==> config.mk <==
export PLATFORM = sky130hd
export DESIGN_NAME = beq_branch_sequencer
export DESIGN_NICKNAME = d
export VERILOG_FILES = /design/src/rtl/beq_branch_sequencer.sv
export SDC_FILE = /design/constraint.sdc
export NUM_CORES = 1
export LEC_CHECK = 0
export ABC_CLOCK_PERIOD_IN_PS = 4250
export CAP_MARGIN = 25
export CORE_UTILIZATION = 50
export CTS_BUF_LIST = sky130_fd_sc_hd__clkbuf_16
export DETAILED_ROUTE_END_ITERATION = 8
export PLACE_DENSITY = 0.8
export SYNTH_ARGS = -nofsm -noshare
export SYNTH_HDL_FRONTEND = slang
export SYNTH_SLANG_ARGS = --single-unit
==> constraint.sdc <==
create_clock -name clk -period 4.25 [get_ports clk]
set_clock_uncertainty 0.1 [all_clocks]
set_input_delay 0.6375 -clock clk [delete_from_list [all_inputs] [get_ports clk]]
set_output_delay 0.6375 -clock clk [all_outputs]
set_load 0.01 [all_outputs]
==> src/rtl/beq_branch_sequencer.sv <==
// rtl/beq_branch_sequencer.sv - multi-cycle BEQ sequencer owning the PC and the shared RF/ALU ports
module beq_branch_sequencer #(
  parameter logic [31:0] PC_RESET   = 32'd100,
  parameter int          CNT_W      = 16,
  parameter logic [5:0]  BEQ_OPCODE = 6'b000100
) (
  input  logic             clk,
  input  logic             rst_n,
  input  logic             flush,
  input  logic             instr_valid,
  output logic             instr_ready,
  input  logic [31:0]      instr,
  output logic [4:0]       rf_ra1,
  output logic [4:0]       rf_ra2,
  input  logic [31:0]      rf_rd1,
  input  logic [31:0]      rf_rd2,
  output logic [31:0]      alu_a,
  output logic [31:0]      alu_b,
  output logic [3:0]       alu_op,
  input  logic             alu_zero,
  output logic [31:0]      pc,
  output logic             done,
  output logic             taken,
  output logic [CNT_W-1:0] branch_cnt,
  output logic [CNT_W-1:0] taken_cnt
);

  typedef enum logic [1:0] {IDLE, READ, EXEC, UPDATE} state_t;

  localparam logic [3:0]       ALU_SUB = 4'b0110;
  localparam logic [CNT_W-1:0] CNT_MAX = {CNT_W{1'b1}};

  state_t      state;
  logic [15:0] ir_imm;
  logic        is_beq;
  logic        zero_q;
  logic [31:0] target;
  logic [31:0] pc_plus4;
  logic [31:0] imm_off;

  assign pc_plus4 = pc + 32'd4;
  assign imm_off  = {{14{ir_imm[15]}}, ir_imm, 2'b00};

  // Sequencer FSM; every output is registered and set on the edge entering the state that owns it,
  // so the RF address is already stable for the whole READ cycle and the ALU operands for EXEC.
  always_ff @(posedge clk or negedge rst_n) begin
    if (!rst_n) begin
      state       <= IDLE;
      pc          <= PC_RESET;
      instr_ready <= 1'b1;
      done        <= 1'b0;
      taken       <= 1'b0;
      branch_cnt  <= '0;
      taken_cnt   <= '0;
      rf_ra1      <= '0;
      rf_ra2      <= '0;
      alu_a       <= '0;
      alu_b       <= '0;
      alu_op      <= '0;
      ir_imm      <= '0;
      is_beq      <= 1'b0;
      zero_q      <= 1'b0;
      target      <= '0;
    end else begin
      case (state)
        IDLE: begin
          if (instr_valid && !flush) begin
            ir_imm      <= instr[15:0];
            instr_ready <= 1'b0;
            if (instr[31:26] == BEQ_OPCODE) begin
              is_beq <= 1'b1;
              rf_ra1 <= instr[25:21];
              rf_ra2 <= instr[20:16];
              state  <= READ;
            end else begin
              // Non-branch: straight to retirement with a sequential PC
              is_beq <= 1'b0;
              zero_q <= 1'b0;
              done   <= 1'b1;
              taken  <= 1'b0;
              state  <= UPDATE;
            end
          end
        end
        READ: begin
          rf_ra1 <= '0;
          rf_ra2 <= '0;
          if (flush) begin
            instr_ready <= 1'b1;
            state       <= IDLE;
          end else begin
            // alu_a/alu_b double as the latched operand registers
            alu_a  <= rf_rd1;
            alu_b  <= rf_rd2;
            alu_op <= ALU_SUB;
            state  <= EXEC;
          end
        end
        EXEC: begin
          alu_a  <= '0;
          alu_b  <= '0;
          alu_op <= '0;
          if (flush) begin
            instr_ready <= 1'b1;
            state       <= IDLE;
          end else begin
            zero_q <= alu_zero;
            target <= pc_plus4 + imm_off;
            done   <= 1'b1;
            taken  <= alu_zero;
            state  <= UPDATE;
          end
        end
        UPDATE: begin
          // Flush is deliberately ignored here: the instruction is already committed
          pc          <= (is_beq && zero_q) ? target : pc_plus4;
          done        <= 1'b0;
          taken       <= 1'b0;
          instr_ready <= 1'b1;
          state       <= IDLE;
          if (is_beq) begin
            if (branch_cnt != CNT_MAX) branch_cnt <= branch_cnt + 1'b1;
            if (zero_q && taken_cnt != CNT_MAX) taken_cnt <= taken_cnt + 1'b1;
          end
        end
      endcase
    end
  end

endmodule

==> flow_summary.json <==
{
  "reg2reg_slack_ps": 390,
  "path_cells": "ha_1 > and4_4 > nand3_4 > or2_1 > nor3_1 > xor2_1 > ha_1 > a21oi_1 > o21bai_1 > nor2_1 > a31oi_1 > a221oi_1 > xor2_1 > o21ai_0",
  "layout_commonest_cell": "clkdlybuf4s50_1",
  "yosys.area_share.adder": 0.0559,
  "cts.sinks": 194,
  "cp_max_fo": 5,
  "multi_input_area_um2": 5000,
  "dieArea_um2": 21000,
  "fillCellCount": 1528,
  "yosysWarnings": 0,
  "synthFlopType": "dfrtp_1",
  "syn_inst": 990,
  "cp_data_arrival_time_ps": 4070,
  "r2r-end": "target[27]",
  "drt_iter0_markers": 451,
  "cpPeakStageDelay_ps": 570,
  "grt_usage": 0.271,
  "crit_family": "simple AND/OR/NAND/NOR gates",
  "crit_required_ps": 4460,
  "cts_resized": 0,
  "setup-violations-final": 0,
  "synthMuxAreaShare": 0.0362,
  "root_buffer": "clkbuf_16",
  "drt-pass1-iter-count": 5,
  "initial_core_util": 0.518,
  "slew_viol_final": 0,
  "avgSynthCellArea_um2": 10.3,
  "cts_tree": "yes",
  "finalSetupTns_ps": 0,
  "status": "completed",
  "vdd_drop_max_uv": 321,
  "min-delay-path-class": "primary input to asynchronous set/reset pin",
  "grt_pass1_wl_um": 43300,
  "maxCapViolCount": 0,
  "die_h_um": 145,
  "startpoint_type": "register",
  "clock_path_buffers": 2,
  "p_per_area_nw_per_um2": 559,
  "min_period_over_period": 0.908,
  "h-tree-depth": 4,
  "ys_seq_area_frac": 0.476,
  "num_vias": 8553,
  "path_clk_slew_ps": 70,
  "wl_per_cell_um": 18.5,
  "syn_area_um2": 10200,
  "p_leak_nw": 6.06,
  "fin_nets": 1363,
  "routed_wl_um": 27700,
  "final_cell_mix": "clkdlybuf4s50_1 (242), dfrtp_1 (190), nand2_1 (118)",
  "rr_worst_depth": 14,
  "drcViolationCount": 0,
  "overflow": 0,
  "relSlewSlack": 0.383,
  "ys_types": 76,
  "crit_slowest_cell": "dfstp_2",
  "holdBufCountCts": 0,
  "gp_congestion": 0.931,
  "core_um2": 19700,
  "report.final.hold_viol_count": 0,
  "cts_made_buffers": 17,
  "grt_max_degree": 110,
  "pin_count": 246,
  "grt_pass1_vias": 8320,
  "worst_pin_slew_ps": 926,
  "r2r-start": "pc[2]",
  "hpwl_um": 20200,
  "viasPerCell": 5.72,
  "antenna_found_initial": 1,
  "drive_gt1_frac": 0.0862,
  "port_buffers": 243,
  "max_freq_mhz": 259,
  "synth_seq_cells": 194,
  "power_mw": 7.51,
  "syn_to_final_growth_pct": 31.6,
  "crit_type": "register to register",
  "crit_buf_inv": 0,
  "clock_latency_ps": 440,
  "antenna_left": 0,
  "synth_compound_area_frac": 0.190,
  "rsz0062_at_grt": "false",
  "synth_edf_count": 0,
  "die_w_um": 145,
  "post_cts_buffers": 0,
  "seq_area_um2": 4860,
  "synth-simple-area-share": 0.137,
  "synth_top_family_by_area": "compound AO/OA/AOI/OAI gates",
  "async_flop_share": 1.00,
  "synth-xor-area-share": 0.0678,
  "rows": 51,
  "num_antenna_cells": 0,
  "crit_path_end_kind": "register",
  "min_period_ps": 3860
}
## cell usage after synthesis (all sizes together), types with 3 or more instances
| library cell | instances | area [um^2] |
|---|---|---|
| mux2 | 28 | 319 |
| mux2i | 5 | 50.1 |
| o21ai | 53 | 265 |
| a211oi | 4 | 30.0 |
| inv | 27 | 101 |
| and4 | 10 | 92.6 |
| o31ai | 7 | 52.6 |
| a31oi | 8 | 50.1 |
| ha | 44 | 551 |
| nand3 | 30 | 173 |
| a31o | 3 | 26.3 |
| o21bai | 6 | 45.0 |
| xor2 | 32 | 280 |
| a22o | 75 | 657 |
| nand2 | 119 | 449 |
| o311ai | 3 | 26.3 |
| a21o | 15 | 113 |
| xnor2 | 47 | 412 |
| buf | 13 | 88.8 |
| o22ai | 11 | 68.8 |
| a21oi | 61 | 309 |
| a2bb2oi | 4 | 35.0 |
| and3 | 11 | 71.3 |
| and2 | 5 | 31.3 |
| nor3b | 3 | 33.8 |
| a41oi | 3 | 26.3 |
| nand4 | 19 | 125 |
| nor2 | 52 | 224 |
| clkbuf | 35 | 171 |
| nor3 | 14 | 70.1 |
| o21a | 11 | 82.6 |
| o211ai | 3 | 22.5 |
| nor2b | 5 | 31.3 |
| a21boi | 5 | 41.3 |
| or2 | 3 | 18.8 |
| dfstp | 4 | 105 |
| dfrtp | 190 | 4750 |
## how the worst max path moves through the flow
stage | startpoint | to | slack (ps) | depth (start not counted)
2_1_floorplan | pc[2] | target[29] | 660 | 14
3_3_place_gp | pc[2] | target[27] | 580 | 14
3_5_place_dp | pc[2] | target[27] | 460 | 14
4_1_cts | pc[2] | target[27] | 430 | 14
5_1_grt | pc[2] | target[27] | 40 | 14
6_report | pc[2] | target[27] | 390 | 14
## stage by stage
step | worst slack [ps] | area, um^2 | hold slack [ps] | instances | utilization
finish | 391 | 13400 | 177 | 1495 | 0.681
global route | 43.8 | 13400 | 270 | 1495 | 0.681
CTS | 429 | 13400 | 241 | 1495 | 0.681
detailed placement | 459 | 12800 | 362 | 1463 | 0.651
global placement | 580 | 12800 | 354 | 1463 | 0.651
floorplan | 663 | 10200 | 242 | 991 | -
## registers in the layout, summed over array words and instances, names as in the netlist, 2 cells and up
register    cells
alu_a          32
alu_b          32
branch_cnt     16
ir_imm         16
pc             32
rf_ra1          5
rf_ra2          5
state           2
taken_cnt      16
target         32
## metal layers
metal / track usage / routed length (um)
met5: 0 / 0
met3: 0.0777 / 1940
met1: 0.340 / 11600
met4: 0.0936 / 634
met2: 0.447 / 13600
## where the power goes
part	leakage, nW	internal (mW)	switching (mW)	total [mW]
Clock	0.286	0.792	0.806	1.60
Sequential	2.57	2.33	0.395	2.72
Combinational	3.21	1.47	1.71	3.19
Total	6.06	4.59	2.91	7.51
## kinds of logic (layout without fill, tap and decap cells)
group	Yosys count	after routing
compound gates	282	282
simple gates	280	280
flops	194	194
xor+xnor	79	79
buf+inv	76	315
fa+ha+maj	45	45
mux	33	33
other cells	1	2
## cell type report
cell class,instances,area share
clock buffers,17,0.0317
clock inverters,15,0.0122
inverters,27,0.00755
multi-input cells,721,0.372
flip-flops and latches,194,0.362
well taps,265,0.0247
repair buffers,256,0.190
Power figures use the tool's default switching activity.
